<file path="src/rtl/argmax_classifier.sv">
// Sequential argmax over ten signed output-layer scores: captures a frame, scans
// one class per cycle, and presents winner index, maximum and top-two margin.
module argmax_classifier #(
    parameter int N_CLASSES = 10,
    parameter int DATA_W    = 16
) (
    input  logic              clk,
    input  logic              reset,
    input  logic              in_valid,
    output logic              in_ready,
    input  logic [DATA_W-1:0] score0,
    input  logic [DATA_W-1:0] score1,
    input  logic [DATA_W-1:0] score2,
    input  logic [DATA_W-1:0] score3,
    input  logic [DATA_W-1:0] score4,
    input  logic [DATA_W-1:0] score5,
    input  logic [DATA_W-1:0] score6,
    input  logic [DATA_W-1:0] score7,
    input  logic [DATA_W-1:0] score8,
    input  logic [DATA_W-1:0] score9,
    output logic              out_valid,
    input  logic              out_ready,
    output logic [3:0]        class_idx,
    output logic [DATA_W-1:0] max_score,
    output logic [DATA_W-1:0] margin,
    output logic [15:0]       frame_count
);

    typedef enum logic [1:0] {IDLE, SCAN, DONE} state_t;

    localparam logic [3:0] LAST = 4'(N_CLASSES - 1);
    localparam logic [DATA_W-1:0] MOST_NEG = {1'b1, {(DATA_W-1){1'b0}}};

    state_t state;
    logic signed [DATA_W-1:0] cap [0:9];
    logic signed [DATA_W-1:0] best, second;
    logic [3:0] idx, cnt;

    logic signed [DATA_W-1:0] cur, nbest, nsecond;
    logic [3:0]  nidx;
    logic [DATA_W:0] diff;

    // Next-step comparison is shared by the running update and the final
    // cycle, so the result registers see the last class without an extra cycle.
    always_comb begin
        cur     = cap[cnt];
        nbest   = best;
        nsecond = second;
        nidx    = idx;
        if (cur > best) begin
            nsecond = best;
            nbest   = cur;
            nidx    = cnt;
        end else if (cur > second) begin
            nsecond = cur;
        end
        diff = {nbest[DATA_W-1], nbest} - {nsecond[DATA_W-1], nsecond};
    end

    always_ff @(posedge clk) begin
        if (reset) begin
            state       <= IDLE;
            in_ready    <= 1'b1;
            out_valid   <= 1'b0;
            class_idx   <= '0;
            max_score   <= '0;
            margin      <= '0;
            frame_count <= '0;
            best        <= '0;
            second      <= '0;
            idx         <= '0;
            cnt         <= '0;
            for (int unsigned i = 0; i < 10; i++) cap[i] <= '0;
        end else begin
            case (state)
                IDLE: begin
                    if (in_valid) begin
                        cap[0]   <= score0;
                        cap[1]   <= score1;
                        cap[2]   <= score2;
                        cap[3]   <= score3;
                        cap[4]   <= score4;
                        cap[5]   <= score5;
                        cap[6]   <= score6;
                        cap[7]   <= score7;
                        cap[8]   <= score8;
                        cap[9]   <= score9;
                        best     <= score0;
                        second   <= MOST_NEG;
                        idx      <= '0;
                        cnt      <= 4'd1;
                        in_ready <= 1'b0;
                        state    <= SCAN;
                    end
                end
                SCAN: begin
                    best   <= nbest;
                    second <= nsecond;
                    idx    <= nidx;
                    cnt    <= cnt + 4'd1;
                    if (cnt == LAST) begin
                        class_idx <= nidx;
                        max_score <= nbest;
                        margin    <= diff[DATA_W-1:0];
                        out_valid <= 1'b1;
                        state     <= DONE;
                    end
                end
                DONE: begin
                    if (out_ready) begin
                        out_valid   <= 1'b0;
                        in_ready    <= 1'b1;
                        frame_count <= frame_count + 16'd1;
                        state       <= IDLE;
                    end
                end
                default: state <= IDLE;
            endcase
        end
    end

endmodule

</file>
<file path="config.mk">
export PLATFORM = sky130hd
export DESIGN_NAME = argmax_classifier
export DESIGN_NICKNAME = d
export VERILOG_FILES = /design/src/rtl/argmax_classifier.sv
export SDC_FILE = /design/constraint.sdc
export NUM_CORES = 1
export LEC_CHECK = 0
export CAP_MARGIN = 10
export CORE_MARGIN = 2
export CORE_UTILIZATION = 45
export CTS_BUF_LIST = sky130_fd_sc_hd__clkbuf_4 sky130_fd_sc_hd__clkbuf_8
export DETAILED_ROUTE_END_ITERATION = 8
export PLACE_DENSITY = 0.69
export SLEW_MARGIN = 20
export SYNTH_ARGS = -nofsm -noshare
export SYNTH_HDL_FRONTEND = slang
export SYNTH_SLANG_ARGS = --single-unit
</file>
<file path="constraint.sdc">
create_clock -name clk -period 8.4 [get_ports clk]
set_clock_uncertainty 0.1 [all_clocks]
set_input_delay 2.52 -clock clk [delete_from_list [all_inputs] [get_ports clk]]
set_output_delay 2.52 -clock clk [all_outputs]
set_load 0.02 [all_outputs]
</file>
# Word level (Yosys, flattened, before mapping)
# Memories as Yosys holds them, arrays and structs flattened. A register that Yosys moved wholly into a read port is not among the register bits.
# Index checks and enable logic that the tools add are counted.
# word_totals
wordCells	83
input_bits	164
regBits	96
mem_bits_rw	160
out_inout_bits	54
mem_count	1
# op_classes
magnitude_cmp	2
n_bitwise	10
eq_ne	6
n_reduce_logical	10
n_addsub	3
mux	40
# memory_table
name	words	word_bits	rd	rd_ports_with_merged_regs	write_ports	line_no	rtl
cap	10	16	1	1	10	35	logic signed [DATA_W-1:0] cap [0:9];
# op_table
op	count
$mux W16	15
$pmux W16 S2	2
$gt A16 B16 Y1	2
$mux W4	5
$add A16 B1 Y16 const B	1
$pmux W4 S2	2
$sub A16 B16 Y16	1
$mux W1	10
$or A1 B1 Y1	10
$reduce_and A3 Y1	3
$mux W2	3
$ne A2 B2 Y1 const B	3
$pmux W2 S3	1
$reduce_and A2 Y1	3
$reduce_bool A2 Y1	3
$add A4 B1 Y4 const B	1
$eq A4 B4 Y1 const B	1
$pmux W1 S2	2
$eq A2 B1 Y1 const B	1
$eq A2 B2 Y1 const B	1
$logic_not A2 Y1	1

# Depth between registers and ports, before layout
# Gate-level depths: netlist (run 1).
# depth
word_depth	5
ltp_mapped	33
mapped_depth_nobuf	26

# Least setup slack after synthesis (run 1)
# Ideal clock, no wire load.
# synth_path
path_kind	input to register
from	in reset
to	mem cap[0][0] (enable)
path_slack_ps	1107
path_stages	2
n_path_buf	1
t_arrival_ps	6644
setup_ps	549
t_required_ps	7751
path_cell_list	clkbuf_1 > nand2b_1
# synth_rtl
item	line_no	rtl
start: declaration	8	input logic reset,
end: declaration	35	

==> run metrics, run 1 <==
number of violations reported at the end of detailed-routing iteration 0=891; switching part of the total power=between 30 and 40%; total die area=31500 sq um; buffer count from post-CTS setup fixing=0; register share of total power=39.7%; number of flops mapped to enable cells by yosys=160; largest delay contributor family on the critical path=compound AO/OA/AOI/OAI gates; crit path kind=flop to flop; CP peak stage delay=0.86 ns; sum of buffers and inverters on the critical path=2; standard-cell row count=63; total count of max-transition violations in the final report=0; path type of the worst min-delay path=flop to flop; Core Footprint=29600 sq um; net count after synthesis=1458; post-synth top area share=35.4%; worst path arrival time=about 7.3 ns; TritonCTS clock tree=done; sequential cell area fraction in the yosys report=50.2%; ratio of routed vias to standard cells=5.54; final number of hold-violating endpoints=0; CTS sink count=260; unrepaired setup endpoints after global routing=false; CTS clk-pin slew, worst paths=roughly 0.06 ns; remaining global-route overflow=0; Synth Instances=around 1300; FFs w/ async S/R, synth=0%; final cell count without fillers=1874; worst hold slack=0.359 ns; post-route DRC violation count=0; leakage dissipation=6.15 nW; GRT Overall Usage=25.0%; cell taking the most area after synthesis=sky130_fd_sc_hd__edfxtp_1; Antenna Nets Post-Route=0; final-layout setup total negative slack=0 ns; number of antenna violations at the first check in global routing=1; Critical-path top delay cell=sky130_fd_sc_hd__dfxtp_4; I/O pin total=218; share of the clock period used by the worst path after layout=82.6%; first-pass detailed-route iteration total=6; pwr dens=approximately 230 nW/um^2; # fillers=about 2500; Synth area leaders=sky130_fd_sc_hd__edfxtp_1, sky130_fd_sc_hd__dfxtp_1, sky130_fd_sc_hd__and2_1; highest ir drop seen on vdd=108 uV; cts bufs inserted=44; count of endpoints failing setup in the final report=0; combinational group share of total power=31.8%; fraction of layout instances using a drive strength above 1=~11%; power spent charging and discharging nets=approximately 0.0013 W; number of inserted diodes=0; number of different library cells in the post-synthesis netlist=between 80 and 90; cell-by-cell trace of the critical path=mux4_2 > a22oi_1 > nand2_1 > ha_1 > a41oi_1 > o21ai_1 > a2111o_1 > o31ai_2 > nor2_2 > buf_4 > o21ai_0 > ha_1 > inv_1 > fa_1 > a311oi_1 > a31oi_1 > a311oi_1 > and4bb_1 > o21ai_2 > o21ai_1 > xor2_1 > a21o_1; vias after detailed routing=10388; latest clock arrival within the worst-skew pair=0.54 ns; # placed instances=1795; H-Tree Level Count=2; CP startpoint kind=flop; Finished Core Util=between 50 and 60%; wire per inst=20.8 microns; initial core utilization=45.8%; f_max=144 MHz; Layout Area Growth over Synthesis=24.3%; post-synthesis cell area=about 14000 sq um; maximum capacitance violations=0; Resized cells post-CTS=0; die span in x=around 180 microns; Post-Syn Area per Cell=10.8 sq um; post-layout min period=slightly below 7 ns; vias in the first global route=10378; maximum buffer depth of the clock tree=3; die outline height=178 microns; Post-synth top cells=sky130_fd_sc_hd__and2_1, sky130_fd_sc_hd__edfxtp_1, sky130_fd_sc_hd__nor2_1, sky130_fd_sc_hd__dfxtp_1, sky130_fd_sc_hd__nand2_1; Slew HR=about 28%; wire length of the first global-routing pass=59700 microns; placed wire-length estimate after detailed placement=approximately 29000 microns; number of hold-repair buffers added at the cts stage=0; total routed wirelength=39000 microns; most common cell in the synthesized netlist=sky130_fd_sc_hd__and2_1; NumNets Final=1657; GPL Wtd Cong=0.959; FF+latch count, synth=260; critical path capture point type=flop; maximum number of pins on one net before global-route repair=around 110; status=finished, final reports clean; top_reg_cell synth=sky130_fd_sc_hd__edfxtp_1; Synth Warn #=0; data required time at the worst endpoint=slightly below 9 ns; clock root buffer=sky130_fd_sc_hd__clkbuf_8; transition time at the pin with the least slew margin=1.07 ns; critical path peak fanout=41; count of buffers from port buffering=approximately 220; Pint=about 0.0025 W; clock group share of total power=around 28%
-- layout by cell type (no fill, tap or decap), drive strengths merged, types with 21 or more instances in the layout --
| cell type | count |
|---|---|
| inv | 40 |
| clkdlybuf4s50 | 216 |
| o21ai | 21 |
| ha | 41 |
| mux2i | 30 |
| clkbuf | 64 |
| nor2 | 129 |
| nand3 | 24 |
| mux4 | 32 |
| dfxtp | 100 |
| a21oi | 78 |
| edfxtp | 160 |
| nand2 | 83 |
| and2 | 165 |
| a211oi | 27 |
-- registers in the layout, summed over array words and instances, names as in the netlist, named ones only --
register / count
out_valid: 1
max_score: 16
cnt: 4
best: 16
state: 2
margin: 16
cap: 160
second: 16
class_idx: 4
idx: 4
in_ready: 1
frame_count: 16
-- kinds of logic after synthesis --
family | share of synthesized area [%]
AO/OA/AOI/OAI | 13.0
XOR/XNOR | 2.32
adder cells (fa/ha/maj) | 4.15
buffers and inverters | 3.72
flip-flops | 50.2
multiplexers | 8.22
AND/OR/NAND/NOR | 18.4
-- power groups by stage --
| stage | combinational (W) | clock, W | sequential, W |
|---|---|---|---|
| 3_3_place_gp | 0.00120 | 0 | 0.00153 |
| 4_1_cts | 0.00120 | 0.00111 | 0.00151 |
| 3_5_place_dp | 0.00120 | 0 | 0.00154 |
| 6_report | 0.00121 | 0.00108 | 0.00151 |
| 2_1_floorplan | 0.000857 | 0 | 0.00151 |
| 5_1_grt | 0.00130 | 0.00117 | 0.00152 |
-- per-layer routing --
metal | wire length [microns] | GRT usage [%] | part of all wire [%] | up-vias
met5 | 0 | 0 | 0 | -
met4 | 1230 | 8.30 | 3.2 | 0
met3 | 2450 | 4.16 | 6.3 | 69
met2 | 18700 | 41.5 | 48 | 378
met1 | 16700 | 33.2 | 43 | 4982
li1 | - | - | - | 4959
-- tightest hold or removal path, cell delays in order, from the launching register on --
cell	delay (ns)
sky130_fd_sc_hd__dfxtp_1	0.31
sky130_fd_sc_hd__nand2_1	0.05
sky130_fd_sc_hd__a21oi_1	0.05
-- stage by stage --
stage	power (W)	setup slack (ns)	area (sq um)
global route	0.00399	0.936	16900
floorplan	0.00236	1.11	13600
detailed placement	0.00273	1.49	16000
global placement	0.00273	1.58	16000
finish	0.00380	1.47	16900
CTS	0.00382	1.45	16900
-- final timing paths --
path,end,cells after the start,start,slack (ns)
hold reg to reg,margin[4]$_SDFFE_PP0P_,2,margin[4]$_SDFFE_PP0P_,0.36
hold / removal,margin[4]$_SDFFE_PP0P_,2,margin[4]$_SDFFE_PP0P_,0.36
setup reg to reg,margin[14]$_SDFFE_PP0P_,22,flop,1.47
setup / recovery,margin[14]$_SDFFE_PP0P_,22,flop,1.47
-- final cells by class --
type,count,area (sq um),share of cell area [%]
Clock buffer,64,762,4.52
Sequential cell,260,6810,40.4
Tap cell,390,488,2.89
Multi-Input combinational cell,874,6280,37.3
Inverter,40,150,0.891
Timing Repair Buffer,231,2280,13.6
Clock inverter,15,77.6,0.460
(Power assumes the default switching activity.)
==> run 2: changes to the inputs <==
==> constraint.sdc (replaced) <==
create_clock -name clk -period 6.9 [get_ports clk]
set_clock_uncertainty 0.1 [all_clocks]
set_input_delay 2.07 -clock clk [delete_from_list [all_inputs] [get_ports clk]]
set_output_delay 2.07 -clock clk [all_outputs]
set_load 0.02 [all_outputs]
==> run 2 against run 1 <==
Net effect: clock power up 27%; highest routed layer unchanged; core utilization is 0.65 points higher; setup slack worse by 0.99 ns; wire length decreased by 3.2%; sequential share of layout area shrank 0.46 points.
==> run metrics, run 2 (same netlist as run 1, synthesis figures left out) <==
initial core utilization=45.8%; clock root buffer=sky130_fd_sc_hd__clkbuf_8; commonest non-fill, non-tap cell in the layout=sky130_fd_sc_hd__clkdlybuf4s50_1; crit path kind=flop to flop; sum of buffers and inverters on the critical path=1; f_max=approximately 160 MHz; placed wire-length estimate after detailed placement=28200 microns; # placed instances=1812; NumNets Final=between 1500 and 2000; commonest cells after routing, fill and taps aside=sky130_fd_sc_hd__clkdlybuf4s50_1, sky130_fd_sc_hd__and2_1, sky130_fd_sc_hd__edfxtp_1, sky130_fd_sc_hd__nor2_1, sky130_fd_sc_hd__dfxtp_1; highest ir drop seen on vdd=117 uV; Place WS=~0.53 ns; Critical-path top delay cell=sky130_fd_sc_hd__dfxtp_4; die span in x=178 microns; critical path peak fanout=23; CTS sink count=260; standard-cell row count=63; number of antenna violations at the first check in global routing=1; post-route DRC violation count=0; cts bufs inserted=45; CTS clk-pin slew, worst paths=0.06 ns; FF-to-FF path depth=22; die outline height=178 microns; CP peak stage delay=0.65 ns; flip-flop count of the largest register after layout=160; H-Tree Level Count=2; final-layout setup total negative slack=0 ns; Slew HR=slightly below 30%; latest clock arrival within the worst-skew pair=0.58 ns; maximum capacitance violations=0; count of endpoints failing setup in the final report=0; maximum buffer depth of the clock tree=3; # fillers=2544; CP startpoint kind=flop; total power draw=about 0.0047 W; critical path capture point type=flop; TritonCTS clock tree=done; status=finished, final reports clean; total routed wirelength=37800 microns; maximum number of pins on one net before global-route repair=~160; path type of the worst min-delay path=flop to flop; final cell count without fillers=1891; transition time at the pin with the least slew margin=1.06 ns; largest delay contributor family on the critical path=compound AO/OA/AOI/OAI gates; remaining global-route overflow=0; count of buffers from port buffering=between 200 and 250; Antenna Nets Post-Route=0; fraction of layout instances using a drive strength above 1=12.2%; vias after detailed routing=10417; leakage dissipation=6.27 nW; first-pass detailed-route iteration total=8; total die area=31500 sq um; Crit path depth=22; wire length of the first global-routing pass=58400 microns; pwr dens=276 nW/um^2; cell-by-cell trace of the critical path=mux4_2 > nor2b_1 > a211oi_1 > a21oi_1 > ha_1 > nand4_4 > nor4_4 > o21ai_1 > a21oi_1 > nor2_4 > buf_4 > nand2_1 > o21ai_0 > fa_1 > a311oi_1 > a31oi_1 > a311oi_1 > and4bb_1 > o21ai_2 > o21ai_1 > xor2_1 > a21o_1; vias in the first global route=around 10000; total count of max-transition violations in the final report=0; number of violations reported at the end of detailed-routing iteration 0=726; final number of hold-violating endpoints=0; Hold Crit Depth=2; Finished Core Util=between 50% and 60%; fin worst setup slack=approximately 0.47 ns; unrepaired setup endpoints after global routing=false; I/O pin total=218; ratio of routed vias to standard cells=5.51; Layout Area Growth over Synthesis=25.7%; buffer count from post-CTS setup fixing=0; data required time at the worst endpoint=7.27 ns; worst path arrival time=6.79 ns; share of the clock period used by the worst path after layout=around 93%; Core Footprint=29600 sq um; post-layout min period=between 6 and 7 ns; most flop-heavy register=cap; GRT Overall Usage=between 20 and 25%; wire per inst=approximately 20 microns; GPL Wtd Cong=0.977
-- run 2: layout make-up --
class                   count  area, sq um  area share, %
diodes                      1         2.50         0.0147
flip-flops and latches    260         6810           40.0
multi-input cells         874         6280           36.9
well taps                 390          488           2.86
clock buffers              60          744           4.37
repair buffers            248         2450           14.4
clock inverters            18          118          0.690
inverters                  40          150          0.881
-- run 2: final timing paths --
check                                            start                       to  slack (ns)
worst min-delay path            margin[2]$_SDFFE_PP0P_   margin[2]$_SDFFE_PP0P_        0.36
worst min register to register  margin[2]$_SDFFE_PP0P_   margin[2]$_SDFFE_PP0P_        0.36
worst max register to register                    flop  margin[14]$_SDFFE_PP0P_        0.47
worst max-delay path                              flop  margin[14]$_SDFFE_PP0P_        0.47
-- run 2: power breakdown --
part | internal (W) | switching, W
logic | 0.000633 | 0.000874
clock network | 0.000741 | 0.000626
registers | 0.00176 | 0.0000684
-- run 2: per-layer routing --
metal  vias to the layer above  global-route usage [%]  share of wire, %
met3                        83                    4.65               5.6
met5                         -                       0                 0
li1                       4990                       -                 -
met4                         0                    9.67               3.7
met2                       337                    38.9                46
met1                      5007                    32.7                44
-- run 2: timing repair --
action,in CTS,in global routing
endpoints found under the hold margin,0,0
hold buffers,0,0
resized for setup,0,1
setup endpoints to repair,0,1
-- run 2: metrics by stage --
step / area (sq um) / hold WS [ns]
after global routing: 17000 / 0.386
final: 17000 / 0.364
after detailed placement: 16200 / 0.357
after floorplan: 13600 / 0.358
after global placement: 16200 / 0.352
after CTS: 17000 / 0.366
-- run 2: worst register-to-register path, delay by kind of cell (launching register included) --
kind | cells | cell delay (ns)
buffers and inverters | 1 | 0.21
and+or+nand+nor | 6 | 1.17
AOI/OAI and AO/OA | 11 | 2.54
muxes | 1 | 0.58
adders and majority gates | 2 | 0.95
xor gates and xnor gates | 1 | 0.15
DFF | 1 | 0.65
==> run 3: changes to the inputs <==
--- a/config.mk
+++ b/config.mk
@@ -11,6 +11,7 @@
 export CTS_BUF_LIST = sky130_fd_sc_hd__clkbuf_4 sky130_fd_sc_hd__clkbuf_8
 export DETAILED_ROUTE_END_ITERATION = 8
 export PLACE_DENSITY = 0.69
+export SETUP_SLACK_MARGIN = 0.15
 export SLEW_MARGIN = 20
 export SYNTH_ARGS = -nofsm -noshare
 export SYNTH_HDL_FRONTEND = slang
==> run 3 against run 2 <==
Net effect: combinational power grew 4%; wire length up 5.2%; die area unchanged; hold slack gained 0.0028 ns; sequential share of layout area rose by 0.071 points; fmax hardly changed; clock power shrank 6%; total power fell by 0.40%; sequential power is essentially flat; first-iteration DRC count grew 33%.
==> run metrics, run 3 (same netlist as run 1, synthesis figures left out) <==
count of endpoints failing setup in the final report=0; Slew HR=28.7%; Sequential Area=just under 7000 sq um; Resized cells post-CTS=0; Core Footprint=between 20000 and 30000 sq um; final cell count without fillers=approximately 1900; flip-flop count of the largest register after layout=160; FF-to-FF path depth=22; CTS clk-pin slew, worst paths=0.06 ns; post-layout min period=6.43 ns; pwr dens=275 nW/um^2; I/O pin total=roughly 220; path type of the worst min-delay path=flop to flop; wire per inst=20.9 microns; GR Layer Usage met3=4.28%; final-layout setup total negative slack=0 ns; total count of max-transition violations in the final report=0; Finished Core Util=approximately 57%; combined area of the multi-input logic cells=~6300 sq um; wire length of the first global-routing pass=60800 microns; most flop-heavy register=cap; number of antenna violations at the first check in global routing=1; GRT Overall Usage=25.4%; first-pass detailed-route iteration total=5; H-Tree Level Count=2; post-route DRC violation count=0; die span in x=about 180 microns; # fillers=2545; data required time at the worst endpoint=7.20 ns; # placed instances=around 1800; standard-cell row count=63; total routed wirelength=39700 microns; final number of hold-violating endpoints=0; status=finished, final reports clean; beginning of the worst hold path=margin[4]$_SDFFE_PP0P_; critical path capture point type=flop; number of hold-repair buffers added at the cts stage=0; GPL Wtd Cong=0.962; transition time at the pin with the least slew margin=1.07 ns; share of the clock period used by the worst path after layout=93.1%; initial core utilization=45.8%; CP startpoint kind=flop; vias in the first global route=10302; fraction of layout instances using a drive strength above 1=12.5%; leakage dissipation=6.26 nW; crit path kind=flop to flop; vias after detailed routing=10550; maximum buffer depth of the clock tree=3; worst hold slack=0.367 ns; buffer count from post-CTS setup fixing=0; latest clock arrival within the worst-skew pair=between 0.5 and 0.6 ns; unrepaired setup endpoints after global routing=false; f_max=156 MHz; maximum capacitance violations=0; met2 Track Usage GR=39.7%; RR Endpoint=margin[10]$_SDFFE_PP0P_; fin worst setup slack=0.474 ns; Worst Hold Path EP=margin[4]$_SDFFE_PP0P_; global route hottest layer=met2; number of violations reported at the end of detailed-routing iteration 0=963; worst path arrival time=6.72 ns; placed wire-length estimate after detailed placement=29900 microns; clock root buffer=sky130_fd_sc_hd__clkbuf_8; critical path peak fanout=27; NumNets Final=1682; cts bufs inserted=43; Layout Area Growth over Synthesis=25.5%; maximum number of pins on one net before global-route repair=between 90 and 100; Hold Crit Depth=2; die outline height=178 microns; highest ir drop seen on vdd=154 uV; Place WS=approximately 0.55 ns; total die area=31500 sq um; CTS sink count=260; GR Util met1=35.7%; ratio of routed vias to standard cells=about 5.6; count of buffers from port buffering=approximately 220; Register-to-Register Setup Slack=between 0.4 and 0.5 ns; remaining global-route overflow=0; Antenna Nets Post-Route=0; TritonCTS clock tree=done; commonest non-fill, non-tap cell in the layout=sky130_fd_sc_hd__clkdlybuf4s50_1; commonest cells after routing, fill and taps aside=sky130_fd_sc_hd__clkdlybuf4s50_1, sky130_fd_sc_hd__and2_1, sky130_fd_sc_hd__edfxtp_1, sky130_fd_sc_hd__nor2_1, sky130_fd_sc_hd__dfxtp_1
[run 3: layout make-up]
class,count,share of cell area [%]
diodes,1,0.0147
clock buffers,55,4.04
clock inverters,21,0.698
inverters,40,0.882
multi-input cells,874,36.9
flip-flops and latches,260,40.0
well taps,390,2.87
repair buffers,257,14.6
[run 3: worst max-delay path: stages (launching register included)]
cell and delay, ns:
sky130_fd_sc_hd__dfxtp_4 0.65, sky130_fd_sc_hd__buf_4 0.33, sky130_fd_sc_hd__mux4_2 0.56, sky130_fd_sc_hd__a211oi_1 0.38, sky130_fd_sc_hd__a21oi_1 0.18, sky130_fd_sc_hd__ha_1 0.22, sky130_fd_sc_hd__a21o_1 0.18, sky130_fd_sc_hd__a2111oi_2 0.39
sky130_fd_sc_hd__o31ai_1 0.21, sky130_fd_sc_hd__o31a_4 0.40, sky130_fd_sc_hd__mux2i_1 0.12, sky130_fd_sc_hd__o21ai_0 0.32, sky130_fd_sc_hd__ha_1 0.22, sky130_fd_sc_hd__inv_1 0.07, sky130_fd_sc_hd__fa_1 0.46, sky130_fd_sc_hd__a311oi_1 0.28
sky130_fd_sc_hd__a31oi_1 0.10, sky130_fd_sc_hd__a311oi_1 0.26, sky130_fd_sc_hd__and4bb_1 0.24, sky130_fd_sc_hd__nand2b_4 0.16, sky130_fd_sc_hd__a21boi_2 0.16, sky130_fd_sc_hd__xnor2_1 0.15, sky130_fd_sc_hd__a211oi_2 0.09
[run 3: power by group]
group | internal [W] | total (W) | switching [W]
Clock | 0.000660 | 0.00129 | 0.000631
Combinational | 0.000643 | 0.00157 | 0.000925
Sequential | 0.00176 | 0.00183 | 0.0000664
Total | 0.00307 | 0.00469 | 0.00162
[run 3: through the flow]
step	instance area [sq um]	total power [W]
after floorplan	13600	0.00287
final	17000	0.00469
after CTS	17000	0.00469
after detailed placement	16200	0.00340
after global routing	17000	0.00489
after global placement	16200	0.00340
[run 3: routing by layer]
| layer | vias up | routed length, microns | share of wire (%) |
|---|---|---|---|
| met5 | - | 0 | 0 |
| met4 | 0 | 1380 | 3.5 |
| met3 | 73 | 2580 | 6.5 |
| met2 | 402 | 18200 | 46 |
| met1 | 5072 | 17600 | 44 |
| li1 | 5003 | - | - |
[run 3: how the worst max path moves through the flow]
stage,slack (ns),to,cells after the start
detailed placement,0.55,margin[10]$_SDFFE_PP0P_,22
floorplan,0.23,margin[14]$_SDFFE_PP0P_,31
global placement,0.72,margin[14]$_SDFFE_PP0P_,23
CTS,0.51,margin[10]$_SDFFE_PP0P_,22
global route,0.15,margin[10]$_SDFFE_PP0P_,22
finish,0.47,margin[10]$_SDFFE_PP0P_,22
